===== config.mk =====
export PLATFORM = sky130hd
export DESIGN_NAME = fetch_unit_flat
export DESIGN_NICKNAME = d
export VERILOG_FILES = /design/src/rtl/riscv_pkg.sv /design/src/rtl/fetch_unit_if.sv /design/src/rtl/fetch_fifo.sv /design/src/rtl/fetch_unit.sv /design/src/flat_wrapper.sv
export SDC_FILE = /design/constraint.sdc
export NUM_CORES = 1
export LEC_CHECK = 0
export ABC_AREA = 1
export BUFFER_PORTS_ARGS = -buffer_cell sky130_fd_sc_hd__buf_2
export CAP_MARGIN = 20
export CORE_MARGIN = 2
export CORE_UTILIZATION = 50
export CTS_CLUSTER_SIZE = 10
export DETAILED_ROUTE_END_ITERATION = 8
export PLACE_DENSITY_LB_ADDON = 0.12
export SYNTH_ARGS = -nofsm -noshare
export SYNTH_HDL_FRONTEND = slang
export SYNTH_SLANG_ARGS = --single-unit

===== constraint.sdc =====
create_clock -name clk_i -period 2.7 [get_ports clk_i]
set_clock_uncertainty 0.15 [all_clocks]
set_input_delay 0.27 -clock clk_i [delete_from_list [all_inputs] [get_ports clk_i]]
set_output_delay 0.27 -clock clk_i [all_outputs]
set_load 0.1 [all_outputs]

===== src/rtl/riscv_pkg.sv =====
// Shared fetch-path types and defaults for the RISC-V front end.
package riscv_pkg;

   localparam int unsigned BYTE_ADDR_W = 12;
   localparam int unsigned WORD_ADDR_W = BYTE_ADDR_W - 2;
   localparam logic [31:0] RISCV_NOP   = 32'h0000_0013;

   typedef struct packed {
      logic [31:0]            inst;
      logic [BYTE_ADDR_W-1:0] pc;
   } fetch_entry_t;

endpackage


===== src/rtl/fetch_unit_if.sv =====
// Fetch-stage bus: instruction memory read port, decoder handshake, redirect and error.
interface fetch_unit_if #(
   parameter int unsigned BYTE_ADDR_W = riscv_pkg::BYTE_ADDR_W
);
   localparam int unsigned WORD_ADDR_W = BYTE_ADDR_W - 2;

   logic                   mem_rd_en_o;
   logic [WORD_ADDR_W-1:0] mem_addr_o;
   logic [31:0]            mem_data_i;
   logic                   inst_valid_o;
   logic [31:0]            inst_o;
   logic [BYTE_ADDR_W-1:0] inst_pc_o;
   logic                   dec_ready_i;
   logic                   redirect_i;
   logic [BYTE_ADDR_W-1:0] redirect_pc_i;
   logic                   fetch_err_o;

   modport master (
      output mem_rd_en_o, mem_addr_o, inst_valid_o, inst_o, inst_pc_o, fetch_err_o,
      input  mem_data_i, dec_ready_i, redirect_i, redirect_pc_i
   );

   modport slave (
      input  mem_rd_en_o, mem_addr_o, inst_valid_o, inst_o, inst_pc_o, fetch_err_o,
      output mem_data_i, dec_ready_i, redirect_i, redirect_pc_i
   );

endinterface


===== src/rtl/fetch_fifo.sv =====
// Small synchronous FIFO of fetched {inst, pc} entries with single-cycle flush.
module fetch_fifo
   import riscv_pkg::*;
#(
   parameter int unsigned DEPTH = 2
) (
   input  logic                       clk_i,
   input  logic                       rstn_i,
   input  logic                       i_push,
   input  logic                       i_pop,
   input  logic                       i_flush,
   input  fetch_entry_t               i_entry,
   output logic [$clog2(DEPTH):0]     o_count,
   output logic                       o_full,
   output logic                       o_empty,
   output fetch_entry_t               o_head
);

   localparam int unsigned PTR_W = $clog2(DEPTH);
   localparam int unsigned CNT_W = PTR_W + 1;

   fetch_entry_t     r_mem [DEPTH];
   logic [PTR_W-1:0] r_wptr;
   logic [PTR_W-1:0] r_rptr;
   logic [CNT_W-1:0] r_count;
   logic             w_do_push;
   logic             w_do_pop;

   assign w_do_pop  = i_pop && (r_count != '0);
   assign w_do_push = i_push && (!o_full || w_do_pop);

   always_ff @(posedge clk_i or negedge rstn_i) begin
      if (!rstn_i) begin
         r_mem   <= '{default: '0};
         r_wptr  <= '0;
         r_rptr  <= '0;
         r_count <= '0;
      end else if (i_flush) begin
         r_wptr  <= '0;
         r_rptr  <= '0;
         r_count <= '0;
      end else begin
         if (w_do_push) begin
            r_mem[r_wptr] <= i_entry;
            r_wptr        <= r_wptr + PTR_W'(1);
         end
         if (w_do_pop) r_rptr <= r_rptr + PTR_W'(1);
         r_count <= r_count + CNT_W'(w_do_push) - CNT_W'(w_do_pop);
      end
   end

   assign o_count = r_count;
   assign o_full  = (r_count == CNT_W'(DEPTH));
   assign o_empty = (r_count == '0);
   assign o_head  = r_mem[r_rptr];

endmodule


===== src/rtl/fetch_unit.sv =====
// Instruction fetch stage: owns the PC, reads a 1-cycle-latency memory and buffers words for decode.
module fetch_unit #(
   parameter int unsigned             BYTE_ADDR_W = riscv_pkg::BYTE_ADDR_W,
   parameter logic [BYTE_ADDR_W-1:0]  RESET_PC    = '0,
   parameter int unsigned             BUF_DEPTH   = 2
) (
   input  logic           clk_i,
   input  logic           rstn_i,
   fetch_unit_if.master   fetch
);
   import riscv_pkg::fetch_entry_t;

   localparam int unsigned CNT_W      = $clog2(BUF_DEPTH) + 1;
   localparam int unsigned OCC_W      = CNT_W + 1;
   localparam int unsigned ENTRY_PC_W = riscv_pkg::BYTE_ADDR_W;

   logic [BYTE_ADDR_W-1:0] r_pc;
   logic [BYTE_ADDR_W-1:0] r_issue_pc;
   logic                   r_inflight;
   logic                   r_err;

   logic [CNT_W-1:0]       w_count;
   logic [OCC_W-1:0]       w_occ;
   logic                   w_full;
   logic                   w_empty;
   logic                   w_pop;
   logic                   w_push;
   logic                   w_issue;
   fetch_entry_t           w_head;
   fetch_entry_t           w_entry;

   // Redirect wins over everything: it flushes, drops the returning word and blocks issue.
   always_comb begin
      w_pop   = !w_empty && fetch.dec_ready_i && !fetch.redirect_i;
      w_push  = r_inflight && !fetch.redirect_i;
      w_occ   = {1'b0, w_count} + OCC_W'(r_inflight) - OCC_W'(w_pop);
      w_issue = rstn_i && !r_err && !fetch.redirect_i && (w_occ < OCC_W'(BUF_DEPTH));
      w_entry = '{inst: fetch.mem_data_i, pc: ENTRY_PC_W'(r_issue_pc)};
   end

   always_ff @(posedge clk_i or negedge rstn_i) begin
      if (!rstn_i) begin
         r_pc       <= RESET_PC;
         r_issue_pc <= '0;
         r_inflight <= 1'b0;
         r_err      <= 1'b0;
      end else begin
         r_inflight <= w_issue;
         if (fetch.redirect_i) begin
            r_pc <= fetch.redirect_pc_i;
            if (fetch.redirect_pc_i[1:0] != 2'b00) r_err <= 1'b1;
         end else if (w_issue) begin
            r_pc       <= r_pc + BYTE_ADDR_W'(4);
            r_issue_pc <= r_pc;
         end
      end
   end

   fetch_fifo #(
      .DEPTH (BUF_DEPTH)
   ) u_fifo (
      .clk_i   (clk_i),
      .rstn_i  (rstn_i),
      .i_push  (w_push),
      .i_pop   (w_pop),
      .i_flush (fetch.redirect_i),
      .i_entry (w_entry),
      .o_count (w_count),
      .o_full  (w_full),
      .o_empty (w_empty),
      .o_head  (w_head)
   );

   a_no_overflow : assert property (@(posedge clk_i) disable iff (!rstn_i)
      !(w_push && w_full && !w_pop));

   assign fetch.mem_rd_en_o  = w_issue;
   assign fetch.mem_addr_o   = rstn_i ? r_pc[BYTE_ADDR_W-1:2] : '0;
   assign fetch.inst_valid_o = !w_empty;
   assign fetch.inst_o       = w_head.inst;
   assign fetch.inst_pc_o    = BYTE_ADDR_W'(w_head.pc);
   assign fetch.fetch_err_o  = r_err;

endmodule


===== src/flat_wrapper.sv =====
// flat-port wrapper written by rule: the top's interface ports become plain ports
module fetch_unit_flat import riscv_pkg::fetch_entry_t;
#(
   parameter int unsigned             BYTE_ADDR_W = riscv_pkg::BYTE_ADDR_W,
   parameter logic [BYTE_ADDR_W-1:0]  RESET_PC    = '0,
   parameter int unsigned             BUF_DEPTH   = 2
)
  (clk_i, rstn_i, fetch_mem_rd_en_o, fetch_mem_addr_o, fetch_inst_valid_o, fetch_inst_o, fetch_inst_pc_o, fetch_fetch_err_o, fetch_mem_data_i, fetch_dec_ready_i, fetch_redirect_i, fetch_redirect_pc_i);
  fetch_unit_if #(.BYTE_ADDR_W(BYTE_ADDR_W)) fetch_i ();
  input  logic clk_i;
  input  logic rstn_i;
  output wire logic [$bits(fetch_i.mem_rd_en_o)-1:0] fetch_mem_rd_en_o;
  output wire logic [$bits(fetch_i.mem_addr_o)-1:0] fetch_mem_addr_o;
  output wire logic [$bits(fetch_i.inst_valid_o)-1:0] fetch_inst_valid_o;
  output wire logic [$bits(fetch_i.inst_o)-1:0] fetch_inst_o;
  output wire logic [$bits(fetch_i.inst_pc_o)-1:0] fetch_inst_pc_o;
  output wire logic [$bits(fetch_i.fetch_err_o)-1:0] fetch_fetch_err_o;
  input wire logic [$bits(fetch_i.mem_data_i)-1:0] fetch_mem_data_i;
  input wire logic [$bits(fetch_i.dec_ready_i)-1:0] fetch_dec_ready_i;
  input wire logic [$bits(fetch_i.redirect_i)-1:0] fetch_redirect_i;
  input wire logic [$bits(fetch_i.redirect_pc_i)-1:0] fetch_redirect_pc_i;
  assign fetch_mem_rd_en_o = fetch_i.mem_rd_en_o;
  assign fetch_mem_addr_o = fetch_i.mem_addr_o;
  assign fetch_inst_valid_o = fetch_i.inst_valid_o;
  assign fetch_inst_o = fetch_i.inst_o;
  assign fetch_inst_pc_o = fetch_i.inst_pc_o;
  assign fetch_fetch_err_o = fetch_i.fetch_err_o;
  assign fetch_i.mem_data_i = fetch_mem_data_i;
  assign fetch_i.dec_ready_i = fetch_dec_ready_i;
  assign fetch_i.redirect_i = fetch_redirect_i;
  assign fetch_i.redirect_pc_i = fetch_redirect_pc_i;
  fetch_unit #(.BYTE_ADDR_W(BYTE_ADDR_W), .RESET_PC(RESET_PC), .BUF_DEPTH(BUF_DEPTH)) u_core (.clk_i(clk_i), .rstn_i(rstn_i), .fetch(fetch_i));
endmodule

==> impl_results.md, run 1 <==
* Post-Syn Instances at 683
* Status: finished, violations left
* Initial antenna violation count at 0
* Final Hold Fails at 0
* Skew-Pair Late Insertion Delay at 0.52 ns
* Post-synthesis sequential area ratio at 0.544
* Min Tclk post-route at 3.10 ns
* CP Max Fanout at 2
* Unique masters post-synth at 27
* Residual DRC count at 0
* Least-Margin Pin Slew at 0.594 ns
* Initial drt markers at 281
* Critical path's largest stage delay at 0.50 ns
* LEAKAGE at 4.17 nW
* Synth Register Bits at 118
* H-tree levels at 4
* Adder-Cell Fraction of Synth Area at 0.0106
* Largest net degree at the start of global routing at 51
* Clock Sinks at 118
* Die Footprint at 0.0117 mm^2
* Final instance area at 0.00813 mm^2
* Filler cell count at 753
* Share of post-route cells with drive strength above 1 at 0.233
* GR Util All Layers at 0.248
* Syn Nets at 735
* Synth Area in XOR/XNOR at 0.00322
* Mux cell area share after synthesis at 0
* CP cell instances: inv_2 -> nand2_8 -> nand2_4 -> nor2_4 -> ha_4 -> or2_4 -> fa_1 -> nand2_1 -> nor2_2 -> nand2_2 -> inv_4 -> buf_12
* Critical Path End Type: output pin
* Largest family of logic cells by synthesized area: simple AND/OR/NAND/NOR gates
* Fmax at 323 MHz
* Starting Density at 0.508
* IO buf count at 104
* Synth Area in Simple Gates at 0.245
* Total grt overflow at 0
* Final setup margin at -0.400 ns
* Clock Pin Slew Worst Setup and Hold Paths at 0.06 ns
* Final Setup Violations at 5
* CP Data Required Time at 2.28 ns
* Hpwl dp at 7930 um
* Detailed-route via count at 4904
* Rel. slew slack at 0.604
* Vias per cell at 4.94
* Flop pwr share at 0.390
* Worst-case clock buffer depth at 2
* Root buf cell: clkbuf_8
* CTS tree: yes
* First-pass GRT wire length at 22400 um
* Synth Cell Area at 0.00543 mm^2
* Diodes inserted at 0
* Nets at 892
* Area Overhead vs Synth at 49.7%
* Placed cell count at 903
* Psw at 0.988 mW
* CP max stage cell: fa_1
* Vias in the first global route at 4757
* Final core utilization at 0.760
* Total CTS buffers at 17
* Ys Warns at 0
* Int Power at 3.65 mW
* Max-Cap Viols at 0
* Unrepaired setup endpoints after global routing: true
* Synth Area in Compound Gates at 0.106
* Failing checks: setup timing
* Tcrit/Tclk final at 1.15
* Multi-input gate area at 0.00210 mm^2
* Die Y at 108 um
* Clk pwr share at 0.544
* Mean routed wirelength per cell at 14.0 um
* Max Slew Vio Count at 0
* Syn_area_per_cell at 7.95 um^2
* Register area at 0.00295 mm^2
* Final GP Congestion at 0.873
* Final non-filler cell total at 993
* Cell Pwr Density at 570 mW/mm^2
* Crit path launch type: flop
* Io pins at 105
* Final wirelength at 13900 um
* Die X at 108 um
* IR drop worst, VDD at 397 uV
* Data arrival, critical path at 2.68 ns
* Post-DP Area at 0.00677 mm^2
* Comb pwr share at 0.066
* Power Total at 4.64 mW
* Critical path class: reg -> out
* Switch share at 0.213
* Core ar. at 0.0107 mm^2
* Final antenna-violating net count at 0
* Hold crit path type: in -> reg
* Drt pass-1 iters at 5
* # rows at 38
cell families (layout without fill, tap and decap cells):
group           Yosys count  in the layout
simple gates            336            336
compound gates          108            108
buf+inv                 115            285
flops                   118            118
fa+ha+maj                 4              4
xor+xnor                  2              2
cell type report:
type / instances / share of cell area
flip-flops and latches: 118 / 0.363
multi-input cells: 450 / 0.259
repair buffers: 174 / 0.238
clock buffers: 23 / 0.0574
inverters: 79 / 0.0371
clock inverters: 9 / 0.0240
well taps: 140 / 0.0215
routing by layer:
metal / wire length [um] / up-vias / global-route usage / part of all wire
met4: 310 / 0 / 0.105 / 0.022
met1: 5740 / 2303 / 0.308 / 0.41
met2: 7170 / 150 / 0.423 / 0.52
met3: 664 / 25 / 0.0482 / 0.048
met5: 0 / - / 0 / 0
li1: - / 2426 / - / -
path summary, 6_finish.rpt:
path	start	endpoint	slack (ns)	cells past startpoint
setup / recovery	u_core.u_fifo.o_count[1]$_DFF_PN0_	fetch_mem_rd_en_o	-0.40	12
hold / removal	fetch_redirect_i	u_core.u_fifo.o_count[0]$_DFF_PN0_	0.04	3
setup reg to reg	u_core.u_fifo.o_count[1]$_DFF_PN0_	u_core.r_pc[11]$_DFFE_PN0P_	-0.05	17
hold reg to reg	u_core.u_fifo.r_mem[47]$_DFFE_PN0P_	u_core.u_fifo.r_mem[47]$_DFFE_PN0P_	0.33	2
max in group asynchronous	rstn_i	u_core.u_fifo.r_mem[45]$_DFFE_PN0P_	1.52	3
min in group asynchronous	rstn_i	u_core.u_fifo.r_rptr$_DFFE_PN0P_	0.28	3
repair_timing:
| item | 4_1_cts | 5_1_grt |
|---|---|---|
| endpoints found under the setup margin | 3 | 24 |
| cloned | 0 | 2 |
| hold buffers | 48 | 0 |
| hold endpoints to repair | 109 | 0 |
| pin swaps | 10 | 8 |
| gates resized for setup | 20 | 19 |
| buffers inserted | 9 | 4 |
state kept, by name, summed over array words and instances (netlist names):
register and cells:
u_core.r_issue_pc 12, u_core.fetch.fetch_err_o 1, u_core.r_inflight 1, u_core.u_fifo.o_count 2, u_core.u_fifo.r_wptr 1, u_core.u_fifo.r_rptr 1
u_core.u_fifo.r_mem 88, u_core.r_pc 12
worst max-delay path: cells and delay by family (launching register included):
| family | cells | cell delay, ns |
|---|---|---|
| adders and majority gates | 2 | 0.71 |
| buffers and inverters | 3 | 0.33 |
| and+or+nand+nor | 7 | 0.74 |
| DFF | 1 | 0.37 |
synthesized netlist by cell type, drive strengths merged:
library cell  number  share of area
a21oi              1        0.00092
or2                1         0.0012
o211ai             1         0.0014
nor2              10         0.0074
fa                 1         0.0037
ha                 3         0.0069
clkbuf            16          0.012
xor2               1         0.0016
nand3             32          0.029
nand2            292           0.21
xnor2              1         0.0016
inv               79          0.055
dfrtp            118           0.54
nand3b             1         0.0014
buf               20          0.025
o21ai            106           0.10
power groups by stage:
stage / combinational [mW] / clock, mW / sequential [mW]
finish: 0.305 / 2.52 / 1.81
global placement: 0.236 / 0 / 1.84
CTS: 0.299 / 2.55 / 1.81
global route: 0.333 / 2.63 / 1.81
detailed placement: 0.240 / 0 / 1.84
floorplan: 0.145 / 0 / 1.83
through the flow:
step / TNS, ns / setup WS, ns / hold WS, ns
4_1_cts: -3.21 / -0.442 / 0.0172
3_5_place_dp: -0.0308 / -0.0170 / 0.148
2_1_floorplan: -0.136 / -0.0653 / -0.176
3_3_place_gp: 0 / 0.0349 / 0.142
5_1_grt: -2.04 / -0.508 / 0.0467
6_report: -0.533 / -0.400 / 0.0354
placed cells by master, fill, tap and decap left out:
master,n
nand2_1,284
dfrtp_1,117
inv_1,73
o21ai_0,65
buf_2,58
buf_12,50
dlygate4sd3_1,47
o21ai_1,32
nand3_1,19
clkbuf_16,17
buf_4,14
nand3_2,13
o21ai_2,9
nor2_1,6
bufinv_16,6
inv_2,4
nand2_2,4
clkbuf_8,4
buf_6,4
nand2_4,3
nor2_2,3
clkbuf_1,3
clkinv_2,3
inv_4,2
ha_1,2
nand2_8,1
nor2_4,1
nand3b_1,1
or2_4,1
xor2_1,1
xnor2_1,1
o211ai_1,1
a21oi_1,1
fa_1,1
ha_4,1
dfrtp_2,1
Note: power is estimated with default switching activity, not from simulation.
==> run 2, diff against run 1 <==
MAX_ROUTING_LAYER = met4   (was default)
==> run 2 against run 1 <==
The run still ends with setup timing left. Register-to-register slack about the same. Global-route usage up 0.77 points. Critical path depth unchanged.
==> impl_results.md, run 2 (synthesis gave the netlist of run 1 again) <==
* Status: finished, violations left
* Failing checks: setup timing
* IR drop worst, VDD at 398 uV
* Clock Pin Slew Worst Setup and Hold Paths at 0.06 ns
* GR Util All Layers at 0.255
* Min Tclk post-route at 3.11 ns
* Final setup margin at -0.409 ns
* Worst-case clock buffer depth at 2
* Final core utilization at 0.760
* Critical Path End Type: output pin
* Cell Pwr Density at 571 mW/mm^2
* Fmax at 322 MHz
* Root buf cell: clkbuf_8
* Tcrit/Tclk final at 1.15
* CP Max Fanout at 2
* Pre-CTS setup slack at -0.0170 ns
* Max-Cap Viols at 0
* Least-Margin Pin Slew at 0.597 ns
* IO buf count at 104
* CTS tree: yes
* Vias in the first global route at 4751
* Filler cell count at 753
* Data arrival, critical path at 2.69 ns
* Nets at 892
* Io pins at 105
* Total CTS buffers at 17
* # rows at 38
* CP Data Required Time at 2.28 ns
* Drt pass-1 iters at 5
* CP cell instances: inv_2 -> nand2_8 -> nand2_4 -> nor2_4 -> ha_4 -> or2_4 -> fa_1 -> nand2_1 -> nor2_2 -> nand2_2 -> inv_4 -> buf_12
* Max FFs per register at 88
* Detailed-route via count at 4921
* H-tree levels at 4
* Final wirelength at 13900 um
* Rel. slew slack at 0.602
* Final Setup Violations at 5
* Most flop-heavy register: u_core.u_fifo.r_mem
* Crit path launch type: flop
* Mean routed wirelength per cell at 14.0 um
* Die Y at 108 um
* Core ar. at 0.0107 mm^2
* Unrepaired setup endpoints after global routing: true
* Max Slew Vio Count at 0
* Largest net degree at the start of global routing at 51
* Critical path's largest stage delay at 0.51 ns
* Die Footprint at 0.0117 mm^2
* CP max stage cell: fa_1
* Placed cell count at 903
* Area Overhead vs Synth at 49.7%
* Largest regs: u_core.u_fifo.r_mem x88, u_core.r_issue_pc x12, u_core.r_pc x12
* Diodes inserted at 0
* Skew-Pair Late Insertion Delay at 0.52 ns
* Initial antenna violation count at 0
* Hpwl dp at 7930 um
* Starting Density at 0.508
* Final antenna-violating net count at 0
* LEAKAGE at 4.17 nW
* Share of post-route cells with drive strength above 1 at 0.233
* Clock Sinks at 118
* Vias per cell at 4.96
* Hold crit path type: in -> reg
* Die X at 108 um
* Final Hold Fails at 0
* Most frequent cells in the layout: nand2_1 (284), dfrtp_1 (117), inv_1 (73)
* Initial drt markers at 297
* First-pass GRT wire length at 22400 um
* Residual DRC count at 0
* Most common cell after layout, fill and taps aside: nand2_1
* Final non-filler cell total at 993
* Total grt overflow at 0
* Final GP Congestion at 0.887
* Critical path class: reg -> out
==> run 2: worst max-delay path: cells and delay by family, from the launching register on <==
family,cells,cell delay (ns)
AND/OR/NAND/NOR,7,0.75
adder cells (fa/ha/maj),2,0.72
flip-flops,1,0.37
buffers and inverters,3,0.33
==> run 2: layer usage <==
metal / track usage / part of all wire / vias to the layer above
met3: 0.0482 / 0.049 / 24
met4: 0.105 / 0.022 / 0
li1: - / - / 2431
met5: - / 0 / -
met1: 0.309 / 0.42 / 2326
met2: 0.423 / 0.51 / 140
==> run 2: final cells by class <==
class | instances | area [um^2] | area share
Timing Repair Buffer | 174 | 1940 | 0.238
Tap cell | 140 | 175 | 0.0215
Sequential cell | 118 | 2950 | 0.363
Clock buffer | 23 | 467 | 0.0574
Clock inverter | 9 | 195 | 0.0240
Multi-Input combinational cell | 450 | 2100 | 0.259
Inverter | 79 | 302 | 0.0371
==> run 2: final timing paths <==
| check | depth (start not counted) | end | slack, ns | startpoint |
|---|---|---|---|---|
| min | 3 | u_core.u_fifo.o_count[0]$_DFF_PN0_ | 0.04 | fetch_redirect_i |
| max | 12 | fetch_mem_rd_en_o | -0.41 | u_core.u_fifo.o_count[1]$_DFF_PN0_ |
| min reg2reg | 2 | u_core.u_fifo.r_mem[47]$_DFFE_PN0P_ | 0.33 | u_core.u_fifo.r_mem[47]$_DFFE_PN0P_ |
| max in group asynchronous | 3 | u_core.u_fifo.r_mem[45]$_DFFE_PN0P_ | 1.52 | rstn_i |
| min in group asynchronous | 3 | u_core.u_fifo.r_rptr$_DFFE_PN0P_ | 0.28 | rstn_i |
| max reg2reg | 17 | u_core.r_pc[2]$_DFFE_PN0P_ | -0.06 | u_core.u_fifo.o_count[1]$_DFF_PN0_ |
==> run 2: timing repair <==
action / CTS / global route
buffers inserted: 9 / 4
setup endpoints to repair: 3 / 24
pin swaps: 10 / 8
hold endpoints to repair: 109 / 0
resized for setup: 20 / 19
hold buffers: 48 / 0
cloned: 0 / 2
==> run 2: metrics by stage <==
stage | power (mW) | area (um^2) | TNS [ns] | hold WS (ns)
after floorplan | 1.98 | 5470 | -0.136 | -0.176
after global placement | 2.07 | 6770 | 0 | 0.142
after detailed placement | 2.08 | 6770 | -0.0308 | 0.148
after CTS | 4.65 | 8070 | -3.21 | 0.0172
after global routing | 4.77 | 8130 | -2.04 | 0.0467
final | 4.64 | 8130 | -0.568 | 0.0368
==> run 2: report_power, final <==
group | internal [mW] | leakage [nW] | switching, mW
logic | 0.108 | 2.22 | 0.197
registers | 1.79 | 1.62 | 0.0247
clock network | 1.75 | 0.326 | 0.770
==> run 3, diff against run 2 <==
--- a/config.mk
+++ b/config.mk
@@ -14,2 +14,3 @@
 export DETAILED_ROUTE_END_ITERATION = 8
+export GPL_TIMING_DRIVEN = 0
 export MAX_ROUTING_LAYER = met4
--- a/constraint.sdc
+++ b/constraint.sdc
@@ -4,2 +4,2 @@
 set_output_delay 0.27 -clock clk_i [all_outputs]
-set_load 0.1 [all_outputs]
+set_load 0.01 [all_outputs]
==> run 3 against run 2 <==
Sequential power about the same. Register-to-register slack got worse by 0.26 ns. Final area decreased by 5.2%. The flow still finishes with violations (setup timing). First-iteration DRC count is 36% higher. Setup slack better by 0.069 ns.
==> impl_results.md, run 3 (synthesis gave the netlist of run 1 again) <==
* CP Max Fanout at 3
* Hold crit path type: in -> reg
* Area Overhead vs Synth at 42.0%
* CTS tree: yes
* Clock Sinks at 118
* Final non-filler cell total at 1038
* Core ar. at 0.0107 mm^2
* R2R Path Start: u_core.u_fifo.o_count[1]$_DFF_PN0_
* Worst hold margin at 0.0507 ns
* CP Data Required Time at 2.28 ns
* Critical Path End Type: output pin
* Placed cell count at 927
* Switch share at 0.211
* Int Power at 3.40 mW
* Final GP Congestion at 0.891
* Largest regs: u_core.u_fifo.r_mem x88, u_core.r_issue_pc x12, u_core.r_pc x12
* Worst r2r dst: u_core.r_pc[4]$_DFFE_PN0P_
* Largest net degree at the start of global routing at 69
* Psw at 0.908 mW
* Fmax at 329 MHz
* Power Total at 4.31 mW
* Failing checks: setup timing
* Residual DRC count at 0
* Total CTS buffers at 17
* Unrepaired setup endpoints after global routing: true
* Cell Pwr Density at 559 mW/mm^2
* Max FFs per register at 88
* Die Footprint at 0.0117 mm^2
* LEAKAGE at 4.17 nW
* Hold depth at 5
* Final antenna-violating net count at 0
* Total grt overflow at 0
* Rel. slew slack at 0.628
* Final core utilization at 0.721
* GR Util All Layers at 0.274
* Hold Startpoint: fetch_redirect_i
* H-tree levels at 4
* Max-Cap Viols at 0
* CP cell instances: inv_2 -> nand2_4 -> nand2_4 -> nor2_4 -> ha_4 -> or2_4 -> fa_1 -> nand2_1 -> nor2_2 -> nand2_2 -> inv_2 -> buf_6
* Initial antenna violation count at 1
* Least-Margin Pin Slew at 0.557 ns
* Die Y at 108 um
* Nets at 937
* Initial drt markers at 404
* Critical path's largest stage delay at 0.50 ns
* Worst Hold Path EP: u_core.u_fifo.r_wptr$_DFFE_PN0P_
* Vias in the first global route at 5078
* Post-DP Area at 0.00616 mm^2
* Critical path class: reg -> out
* Diodes inserted at 0
* Clk pwr share at 0.523
* Detailed-route via count at 5171
* Share of post-route cells with drive strength above 1 at 0.249
* Final Setup Violations at 22
* Most frequent cells in the layout: nand2_1 (279), dfrtp_1 (117), buf_2 (109)
* # rows at 38
* Top delay family on crit path: simple AND/OR/NAND/NOR gates
* Clock Pin Slew Worst Setup and Hold Paths at 0.05 ns
* Drt pass-1 iters at 5
* Pre-CTS setup slack at -0.331 ns
* Most common cell after layout, fill and taps aside: nand2_1
* Die X at 108 um
* Worst-case clock buffer depth at 2
* Worst reg2reg path depth at 16
* Skew-Pair Late Insertion Delay at 0.52 ns
* Hpwl dp at 9010 um
* Final setup margin at -0.339 ns
* Io pins at 105
* Comb pwr share at 0.058
* Most flop-heavy register: u_core.u_fifo.r_mem
* Flop pwr share at 0.419
* IR drop worst, VDD at 328 uV
* IO buf count at 103
* Root buf cell: clkbuf_8
* CP max stage cell: fa_1
* Min Tclk post-route at 3.04 ns
* Data arrival, critical path at 2.62 ns
* Max Slew Vio Count at 0
* Final instance area at 0.00771 mm^2
* Final wirelength at 14700 um
* Crit path launch type: flop
* Mean routed wirelength per cell at 14.2 um
* Tcrit/Tclk final at 1.13
* Starting Density at 0.508
* Filler cell count at 851
* TNS Setup at -5.22 ns
* First-pass GRT wire length at 24100 um
* Vias per cell at 4.98
* Worst path bufs/invs at 3
* Reg2Reg Setup Slack at -0.32 ns
* Status: finished, violations left
* Final Hold Fails at 0
[run 3: timing repair]
action	in CTS	in global routing
pin swaps	9	18
buffers inserted	24	7
cloned	3	1
gates resized for setup	34	24
hold endpoints to repair	130	0
endpoints found under the setup margin	24	27
hold buffers	53	0
[run 3: tightest hold or removal path, delay by kind of cell]
family	cells	cell delay, ns
AND/OR/NAND/NOR	4	0.29
buffers and inverters	1	0.12
[run 3: routing by layer]
layer,up-vias,global-route usage,routed length (um)
li1,2518,-,-
met1,2474,0.325,6140
met2,145,0.445,7480
met3,34,0.0669,691
met4,0,0.123,378
met5,-,-,0
[run 3: layout make-up]
class | instances | area (um^2) | area share
Buffer | 34 | 224 | 0.0290
Inverter | 79 | 299 | 0.0388
Sequential cell | 118 | 2950 | 0.383
Tap cell | 140 | 175 | 0.0227
Clock buffer | 23 | 477 | 0.0618
Multi-Input combinational cell | 450 | 2080 | 0.269
Clock inverter | 9 | 123 | 0.0159
Timing Repair Buffer | 185 | 1380 | 0.179
[run 3: power groups by stage]
stage / Combinational (mW) / Clock [mW] / Sequential [mW]
floorplan: 0.0764 / 0 / 1.83
global placement: 0.168 / 0 / 1.83
detailed placement: 0.176 / 0 / 1.83
CTS: 0.242 / 2.27 / 1.80
global route: 0.282 / 2.37 / 1.81
finish: 0.249 / 2.25 / 1.81
[run 3: how the worst max path moves through the flow]
stage,startpoint,slack [ns],depth (start not counted),to
5_1_grt,u_core.u_fifo.o_count[0]$_DFF_PN0_,-0.48,12,fetch_mem_rd_en_o
6_report,u_core.u_fifo.o_count[1]$_DFF_PN0_,-0.34,12,fetch_mem_rd_en_o
2_1_floorplan,u_core.u_fifo.o_count[1]$_DFF_PN0_,0.02,12,fetch_mem_rd_en_o
3_3_place_gp,rstn_i,-0.87,7,fetch_mem_rd_en_o
3_5_place_dp,u_core.u_fifo.o_count[1]$_DFF_PN0_,-0.33,13,fetch_mem_rd_en_o
4_1_cts,u_core.u_fifo.o_count[1]$_DFF_PN0_,-0.45,13,fetch_mem_rd_en_o
